--- src/rtl/tx_arbiter_if.sv ---
// Request/grant and TX-pin signals shared between the two requesters and tx_arbiter.
// The master side drives requests; the slave side is the arbiter.
interface tx_arbiter_if #(
    parameter int unsigned NSHIFT   = 2,
    parameter int unsigned CMD_BITS = 2,
    parameter int unsigned CNT_W    = 4
);
    logic                pf_cmd_valid;
    logic [CMD_BITS-1:0] pf_cmd;
    logic [NSHIFT-1:0]   pf_data;
    logic                sc_cmd_valid;
    logic [CMD_BITS-1:0] sc_cmd;
    logic [NSHIFT-1:0]   sc_data;
    logic                sc_reserve;
    logic                tx_stall;

    logic                pf_started;
    logic                sc_started;
    logic                pf_data_next;
    logic                sc_data_next;
    logic                tx_active;
    logic                tx_owner;
    logic [CNT_W-1:0]    tx_counter;
    logic                tx_done;
    logic [NSHIFT-1:0]   tx_pins;

    modport master (
        output pf_cmd_valid, pf_cmd, pf_data,
        output sc_cmd_valid, sc_cmd, sc_data, sc_reserve, tx_stall,
        input  pf_started, sc_started, pf_data_next, sc_data_next,
        input  tx_active, tx_owner, tx_counter, tx_done, tx_pins
    );

    modport slave (
        input  pf_cmd_valid, pf_cmd, pf_data,
        input  sc_cmd_valid, sc_cmd, sc_data, sc_reserve, tx_stall,
        output pf_started, sc_started, pf_data_next, sc_data_next,
        output tx_active, tx_owner, tx_counter, tx_done, tx_pins
    );
endinterface

--- src/rtl/tx_arbiter.sv ---
// Shares one serial TX channel between prefetch and scheduler; frames are START, header, payload.
// Define TX_ARB_ROUND_ROBIN_EN to replace fixed scheduler priority with round-robin on contention.
module tx_arbiter #(
    parameter int unsigned NSHIFT         = 2,
    parameter int unsigned CMD_BITS       = 2,
    parameter int unsigned PAYLOAD_CYCLES = 8
) (
    input  logic         clk,
    input  logic         rst_n,
    tx_arbiter_if.slave  bus
);
    localparam int unsigned CNT_W      = $clog2(PAYLOAD_CYCLES) + 1;
    localparam int unsigned HDR_CYCLES = CMD_BITS / NSHIFT;
    localparam int unsigned HDR_W      = (HDR_CYCLES > 1) ? $clog2(HDR_CYCLES) : 1;
    localparam logic [CNT_W-1:0] LAST_CNT = CNT_W'(PAYLOAD_CYCLES - 1);
    localparam logic [HDR_W-1:0] LAST_HDR = HDR_W'(HDR_CYCLES - 1);

    typedef enum logic [1:0] {StIdle, StStart, StHeader, StPayload} state_e;

    state_e              state_q, state_d;
    logic [CMD_BITS-1:0] hdr_q, hdr_d;
    logic [HDR_W-1:0]    hdr_cnt_q, hdr_cnt_d;
    logic [CNT_W-1:0]    cnt_q, cnt_d;
    logic                owner_q, owner_d;
    logic [NSHIFT-1:0]   pins_q;

    logic                active;
    logic                done;
    logic                window;
    logic                sc_elig, pf_elig;
    logic                sc_wins;
    logic                grant_sc, grant_pf, grant;
    logic [NSHIFT-1:0]   pins_live, pins_out;

    assign active  = (state_q != StIdle);
    assign done    = (state_q == StPayload) && (cnt_q == LAST_CNT) && !bus.tx_stall;
    // Gating with rst_n keeps the started pulses low while reset is held.
    assign window  = rst_n && !bus.tx_stall && ((state_q == StIdle) || done);
    assign sc_elig = bus.sc_cmd_valid;
    assign pf_elig = bus.pf_cmd_valid && !bus.sc_reserve;

`ifdef TX_ARB_ROUND_ROBIN_EN
    // ptr_q = 1: scheduler preferred on contention; flips to the loser after each grant.
    logic ptr_q, ptr_d;

    assign sc_wins = sc_elig && (!pf_elig || ptr_q);

    always_comb begin
        ptr_d = ptr_q;
        if (grant) begin
            ptr_d = grant_pf;
        end
    end

    always_ff @(posedge clk or negedge rst_n) begin
        if (!rst_n) begin
            ptr_q <= 1'b1;
        end else begin
            ptr_q <= ptr_d;
        end
    end
`else
    assign sc_wins = sc_elig;
`endif

    assign grant_sc = window && sc_wins;
    assign grant_pf = window && pf_elig && !sc_wins;
    assign grant    = grant_sc || grant_pf;

    always_comb begin
        pins_live = '0;
        unique case (state_q)
            StIdle:    pins_live = '0;
            StStart:   pins_live = '1;
            StHeader:  pins_live = hdr_q[CMD_BITS-1 -: NSHIFT];
            StPayload: pins_live = owner_q ? bus.sc_data : bus.pf_data;
            default:   pins_live = '0;
        endcase
    end

    // A stalled frame keeps driving whatever the pins showed on the last moving cycle.
    assign pins_out = (bus.tx_stall && active) ? pins_q : pins_live;

    always_comb begin
        state_d   = state_q;
        hdr_d     = hdr_q;
        hdr_cnt_d = hdr_cnt_q;
        cnt_d     = cnt_q;
        owner_d   = owner_q;

        if (!bus.tx_stall) begin
            unique case (state_q)
                StIdle: begin
                    if (grant) begin
                        state_d = StStart;
                    end
                end
                StStart: begin
                    state_d   = StHeader;
                    hdr_cnt_d = '0;
                end
                StHeader: begin
                    if (hdr_cnt_q == LAST_HDR) begin
                        state_d = StPayload;
                        cnt_d   = '0;
                    end else begin
                        hdr_cnt_d = hdr_cnt_q + HDR_W'(1);
                        hdr_d     = hdr_q << NSHIFT;
                    end
                end
                StPayload: begin
                    if (cnt_q == LAST_CNT) begin
                        cnt_d   = '0;
                        state_d = grant ? StStart : StIdle;
                    end else begin
                        cnt_d = cnt_q + CNT_W'(1);
                    end
                end
                default: state_d = StIdle;
            endcase
        end

        if (grant) begin
            hdr_d     = grant_sc ? bus.sc_cmd : bus.pf_cmd;
            hdr_cnt_d = '0;
            owner_d   = grant_sc;
        end
    end

    always_ff @(posedge clk or negedge rst_n) begin
        if (!rst_n) begin
            state_q   <= StIdle;
            hdr_q     <= '0;
            hdr_cnt_q <= '0;
            cnt_q     <= '0;
            owner_q   <= 1'b0;
            pins_q    <= '0;
        end else begin
            state_q   <= state_d;
            hdr_q     <= hdr_d;
            hdr_cnt_q <= hdr_cnt_d;
            cnt_q     <= cnt_d;
            owner_q   <= owner_d;
            pins_q    <= pins_out;
        end
    end

    assign bus.pf_started   = grant_pf;
    assign bus.sc_started   = grant_sc;
    assign bus.pf_data_next = (state_q == StPayload) && !bus.tx_stall && !owner_q;
    assign bus.sc_data_next = (state_q == StPayload) && !bus.tx_stall && owner_q;
    assign bus.tx_active    = active;
    assign bus.tx_owner     = owner_q;
    assign bus.tx_counter   = (state_q == StPayload) ? cnt_q : '0;
    assign bus.tx_done      = done;
    assign bus.tx_pins      = pins_out;
endmodule

--- src/flat_wrapper.sv ---
// flat-port wrapper written by rule: the top's interface ports become plain ports
module tx_arbiter_flat 
#(
    parameter int unsigned NSHIFT         = 2,
    parameter int unsigned CMD_BITS       = 2,
    parameter int unsigned PAYLOAD_CYCLES = 8
)
  (clk, rst_n, bus_pf_cmd_valid, bus_pf_cmd, bus_pf_data, bus_sc_cmd_valid, bus_sc_cmd, bus_sc_data, bus_sc_reserve, bus_tx_stall, bus_pf_started, bus_sc_started, bus_pf_data_next, bus_sc_data_next, bus_tx_active, bus_tx_owner, bus_tx_counter, bus_tx_done, bus_tx_pins);
  tx_arbiter_if #(.NSHIFT(NSHIFT), .CMD_BITS(CMD_BITS), .CNT_W(4)) bus_i ();
  input  logic clk;
  input  logic rst_n;
  input wire logic [$bits(bus_i.pf_cmd_valid)-1:0] bus_pf_cmd_valid;
  input wire logic [$bits(bus_i.pf_cmd)-1:0] bus_pf_cmd;
  input wire logic [$bits(bus_i.pf_data)-1:0] bus_pf_data;
  input wire logic [$bits(bus_i.sc_cmd_valid)-1:0] bus_sc_cmd_valid;
  input wire logic [$bits(bus_i.sc_cmd)-1:0] bus_sc_cmd;
  input wire logic [$bits(bus_i.sc_data)-1:0] bus_sc_data;
  input wire logic [$bits(bus_i.sc_reserve)-1:0] bus_sc_reserve;
  input wire logic [$bits(bus_i.tx_stall)-1:0] bus_tx_stall;
  output wire logic [$bits(bus_i.pf_started)-1:0] bus_pf_started;
  output wire logic [$bits(bus_i.sc_started)-1:0] bus_sc_started;
  output wire logic [$bits(bus_i.pf_data_next)-1:0] bus_pf_data_next;
  output wire logic [$bits(bus_i.sc_data_next)-1:0] bus_sc_data_next;
  output wire logic [$bits(bus_i.tx_active)-1:0] bus_tx_active;
  output wire logic [$bits(bus_i.tx_owner)-1:0] bus_tx_owner;
  output wire logic [$bits(bus_i.tx_counter)-1:0] bus_tx_counter;
  output wire logic [$bits(bus_i.tx_done)-1:0] bus_tx_done;
  output wire logic [$bits(bus_i.tx_pins)-1:0] bus_tx_pins;
  assign bus_i.pf_cmd_valid = bus_pf_cmd_valid;
  assign bus_i.pf_cmd = bus_pf_cmd;
  assign bus_i.pf_data = bus_pf_data;
  assign bus_i.sc_cmd_valid = bus_sc_cmd_valid;
  assign bus_i.sc_cmd = bus_sc_cmd;
  assign bus_i.sc_data = bus_sc_data;
  assign bus_i.sc_reserve = bus_sc_reserve;
  assign bus_i.tx_stall = bus_tx_stall;
  assign bus_pf_started = bus_i.pf_started;
  assign bus_sc_started = bus_i.sc_started;
  assign bus_pf_data_next = bus_i.pf_data_next;
  assign bus_sc_data_next = bus_i.sc_data_next;
  assign bus_tx_active = bus_i.tx_active;
  assign bus_tx_owner = bus_i.tx_owner;
  assign bus_tx_counter = bus_i.tx_counter;
  assign bus_tx_done = bus_i.tx_done;
  assign bus_tx_pins = bus_i.tx_pins;
  tx_arbiter #(.NSHIFT(NSHIFT), .CMD_BITS(CMD_BITS), .PAYLOAD_CYCLES(PAYLOAD_CYCLES)) u_core (.clk(clk), .rst_n(rst_n), .bus(bus_i));
endmodule
--- config.mk ---
export PLATFORM = sky130hd
export DESIGN_NAME = tx_arbiter_flat
export DESIGN_NICKNAME = d
export VERILOG_FILES = /design/src/rtl/tx_arbiter_if.sv /design/src/rtl/tx_arbiter.sv /design/src/flat_wrapper.sv
export SDC_FILE = /design/constraint.sdc
export NUM_CORES = 1
export LEC_CHECK = 0
export ABC_CLOCK_PERIOD_IN_PS = 2000
export CAP_MARGIN = 20
export CORE_MARGIN = 2
export CORE_UTILIZATION = 43
export DETAILED_ROUTE_END_ITERATION = 6
export GPL_TIMING_DRIVEN = 0
export PLACE_DENSITY = 0.81
export SLEW_MARGIN = 15
export SYNTH_ARGS = -nofsm -noshare
export SYNTH_HDL_FRONTEND = slang
export SYNTH_SLANG_ARGS = --single-unit
--- constraint.sdc ---
create_clock -name clk -period 2 [get_ports clk]
set_input_delay 0.4 -clock clk [delete_from_list [all_inputs] [get_ports clk]]
set_output_delay 0.4 -clock clk [all_outputs]
set_load 0.02 [all_outputs]
======== Yosys cells after proc, flatten, opt, wreduce, memory -nomap -nowiden ========
Cells that the tools add are included.
word-level totals
  logic and storage cells ................. 66
  output and inout bits ................... 13
  register bits ........................... 12
  input bits .............................. 14
operators by class
  reduce and logical (&&, ||, !) cells .... 28
  equal/unequal tests ..................... 8
  bitwise logic cells ..................... 1
  muxes and demuxes ....................... 21
  add/sub/neg operators ................... 2
operators by type and width
  kind                                                             count
  2-bit 2-to-1 mux                                                 10
  2-bit case mux with 4 select lines                               2
  1-bit logical AND                                                12
  4-bit 2-to-1 mux                                                 3
  4-bit case mux with 2 select lines                               1
  2-bit nonzero test                                               4
  3-bit AND reduction                                              2
  4-bit by 1-bit adder with 4-bit output, second input constant    1
  2-bit == test, second input constant                             2
  4-bit by 3-bit == test with 1-bit output, second input constant  1
  1-bit logical NOT                                                4
  1-bit 2-to-1 mux                                                 4
  2-bit by 1-bit != test with 1-bit output, second input constant  2
  2-bit != test, second input constant                             2
  4-bit AND reduction                                              1
  3-bit nonzero test                                               1
  2-bit by 1-bit == test with 1-bit output, second input constant  1
  2-bit logical NOT                                                1
  1-bit logical OR                                                 2
  1-bit case mux with 2 select lines                               1
  2-bit AND reduction                                              1
  1-bit adder, second input constant                               1
  1-bit NOT                                                        1

======== Longest topological paths before layout ========
  depth in word-level cells ............... 11
  gate-level depth with buffers ........... 6
  depth with buffers taken out ............ 6

======== Worst setup path before layout ========
Ideal clock, no wire load.
  path kind ............................... reg2out
  start point ............................. reg u_core.owner_q (netlist: u_core.bus.tx_owner)
  end point ............................... out bus_tx_pins[1]
  buffers on the path ..................... 0
  required time ........................... 1600 ps
  slack ................................... 184 ps
  arrival time ............................ 1416 ps
  cell stages (with the launch flop) ...... 4
  path through ............................ dfrtp_1 > mux2_2 > a221o_1 > a22o_1
between the ends
  longest elaborated chain between the ends .. 3
ends and longest elaborated chain
  what                                RTL line            text
  start, declared                     tx_arbiter.sv:24    logic owner_q, owner_d;
  start signal, assigned              tx_arbiter.sv:143   owner_q <= owner_d;
  2-bit 2-to-1 mux                    tx_arbiter.sv:76    StPayload: pins_live = owner_q ? bus.sc_data : bus.pf_data;
  2-bit case mux with 4 select lines  tx_arbiter.sv:72    unique case (state_q)
  2-bit 2-to-1 mux                    tx_arbiter.sv:82    assign pins_out = (bus.tx_stall && active) ? pins_q : pins_live;
  end, declared                       flat_wrapper.sv:28  output wire logic [$bits(bus_i.tx_pins)-1:0] bus_tx_pins;
No other way between the ends.

======== Worst setup path after layout ========
Ends and elaborated chain as after synthesis.

==> flow_summary.ini <==
[job]
maxCapViolCount = 0

[sta]
fmax_mhz = 476
fin_ws_ns = -0.101
setup_viol = 4
setup_tns_ns = -0.245
relSlewSlack_pct = 77.4
post-route-period-util_pct = 105
rsz0062_at_grt = yes
finalClockSkew_ns = 0.00126
drv_slew = 0
holdWs_ns = 0.0936
hold_viol = 0
worst_pin_slew_ns = 0.339
period_minus_slack_ns = 2.10

[layout]
syn2layout_area_growth_pct = 58.4
nNetsFinal = 137
stdcell_count = 142
drive_above_1_share_pct = 35.0
diodes = 0
fill_cells = 121
final_util_pct = 71.1

[global_route]
grt_start_max_net_pins = 14
grt_pass1_vias = 720
grt_pass1_wl_mm = 3.03
antenna_found_initial = 0
grt_overflow = 0
grt_usage_pct = 20.7

[power_and_ir_drop]
intPower_w = 0.000984
p_switching_w = 0.000728
leakage_nw = 0.567
clock_power_share_pct = 9.4
p_total_w = 0.00171
peakVddDrop_v = 0.000780
p_per_area_nw_per_um2 = 1410
p_seq_share_pct = 26.7
combPwrFrac_pct = 63.9
switching_share_pct = 42.5

[floorplan]
core_area_sq_um = 1710
die_y_microns = 46.2
start_util_pct = 44.9
num_rows = 15
die_x_microns = 46.2
pin_count = 27
die_area_sq_um = 2140

[clock_tree]
clock_latency_ns = 0.28
clkSinkCount = 11
path_clk_slew_ns = 0.07
cts_tree = yes
cts_root_buffer = clkbuf_4
clk_path_buf_depth = 2
numCtsBuffers = 3
hold_buffers = 0
h-tree-depth = 1

[synthesis]
ys_seq_area_share_pct = 35.9
synth_fa_ha_area_share_pct = 8.16
synthMuxAreaShare_pct = 5.87
synth_compound_gate_area_share_pct = 26.1
yosysWarnings = 0
avgSynthCellArea_sq_um = 9.83
ys_seq_elements = 11
yosys-top-cells-area = dfrtp_1, ha_1, a221o_1, mux2_2, nor2_1
synth_most_common_cell = dfrtp_1
synthCells = 78
synthTopCellsByCount = dfrtp_1, nor2_1, inv_1
yosys.area.top_type_share_pct = 35.9
yosys.area_share.xor_xnor_pct = 0
synth_top_area_cell = dfrtp_1
async_reset_ff_share_pct = 100
syn_area_sq_um = 767
yosys.area_share.simple_pct = 20.6
synth_edf_count = 0
synth.distinct_cells = 34
synth_flop_cell = dfrtp_1
synth_nets = 97
synth_top_family_by_area = compound AO/OA/AOI/OAI gates

[placement]
dp.cells = 129
gp_congestion = 0.797
dp_hpwl_mm = 1.37
place.port_buffers = 26

[drt]
via_count = 786
wl_mm = 2.13
initialDrtViolationCount = 13
ant_nets = 0
via_per_inst = 5.54
first_pass_iters = 4
drc = 0
wl_per_cell_microns = 15.0

[setup_path]
crit_path_max_fanout = 4
path_class = reg -> out
arrival_ns = 1.70
start_kind = flop
cpPeakStageDelay_ns = 0.45
cpLargestDelayFamily = compound AO/OA/AOI/OAI gates
cp.required_ns = 1.60
worstPathCellList = mux2_4 -> a221o_1 -> a22o_1 -> buf_6
path_buf_inv = 1
slowest_stage = dfrtp_2
worst_setup_path_end_kind = output port

[status]
status = complete, but fails checks
violations = negative setup slack

[hold_path]
hp-class = in -> async
-- metrics by stage --
stage | setup WS [ns] | instance area, sq um
CTS | -0.107 | 1190
floorplan | 0.184 | 767
global placement | -0.938 | 1060
finish | -0.101 | 1210
global route | -0.149 | 1210
detailed placement | -0.946 | 1060
-- final timing paths --
path	slack (ns)	depth (start not counted)	to	from
max	-0.10	4	bus_tx_pins[1]	u_core.bus.tx_owner$_DFFE_PN0P_
min	0.09	1	u_core.cnt_q[1]$_DFFE_PN0P_	rst_n
max reg2reg	0.31	4	u_core.state_q[1]$_DFFE_PN0P_	u_core.cnt_q[0]$_DFFE_PN0P_
min reg2reg	0.55	1	u_core.pins_q[1]$_DFF_PN0_	u_core.pins_q[1]$_DFF_PN0_
max in group asynchronous	1.65	1	u_core.state_q[1]$_DFFE_PN0P_	rst_n
min in group clk	0.55	1	u_core.pins_q[1]$_DFF_PN0_	u_core.pins_q[1]$_DFF_PN0_
-- sequential cells by signal, summed over array words and instances, names as in the netlist --
register / cells
u_core.cnt_q: 4
u_core.hdr_q: 2
u_core.state_q: 2
u_core.pins_q: 2
u_core.bus.tx_owner: 1
-- power groups by stage --
stage	logic, W	clock network (W)	registers [W]
global route	0.00118	0.000179	0.000465
global placement	0.000801	0	0.000422
CTS	0.00103	0.000165	0.000439
finish	0.00110	0.000161	0.000457
detailed placement	0.000819	0	0.000428
floorplan	0.000538	0	0.000411
-- cells by family after synthesis --
logic type | Yosys count
compound gates | 24
fa+ha+maj | 5
buf+inv | 7
flops | 11
mux | 4
simple gates | 27
-- per-layer routing --
layer / wire (microns) / GRT usage (%) / part of all wire, %
met1: 816 / 23.0 / 38
met4: 55 / 14.9 / 2.6
met2: 1100 / 33.9 / 52
met3: 158 / 5.10 / 7.4
met5: 0 / 0 / 0
-- final cells by class --
class,instances,area (sq um),share of cell area [%]
plain buffers,1,13.8,1.13
clock buffers,4,26.3,2.16
inverters,6,25.0,2.06
multi-input cells,60,541,44.5
flip-flops and latches,11,278,22.9
well taps,25,31.3,2.57
repair buffers,35,300,24.7
-- worst reg2reg max path, stage by stage, from the launching register on --
cell and delay (ns):
dfrtp_1 0.44, ha_4 0.18, nand3b_1 0.19, a221oi_2 0.40, mux2_1 0.36
-- cells in the final DEF, fill, tap and decap left out, types with 3 or more instances in the layout --
cell type / count
inv_1: 4
nor2_1: 8
dlygate4sd2_1: 9
ha_4: 4
o21ai_0: 4
a221o_1: 4
clkdlybuf4s50_1: 8
clkbuf_2: 3
and2_1: 4
clkbuf_4: 4
dfrtp_1: 9
a22o_1: 3
buf_6: 4
buf_4: 7
-- timing repair --
item / CTS / global route
gates cloned: 1 / 0
pin swaps: 4 / 4
endpoints found under the setup margin: 14 / 8
setup buffers: 5 / 3
gates resized for setup: 59 / 11
endpoints found under the hold margin: 0 / 0
No activity file was read; power rests on OpenSTA's default activity.
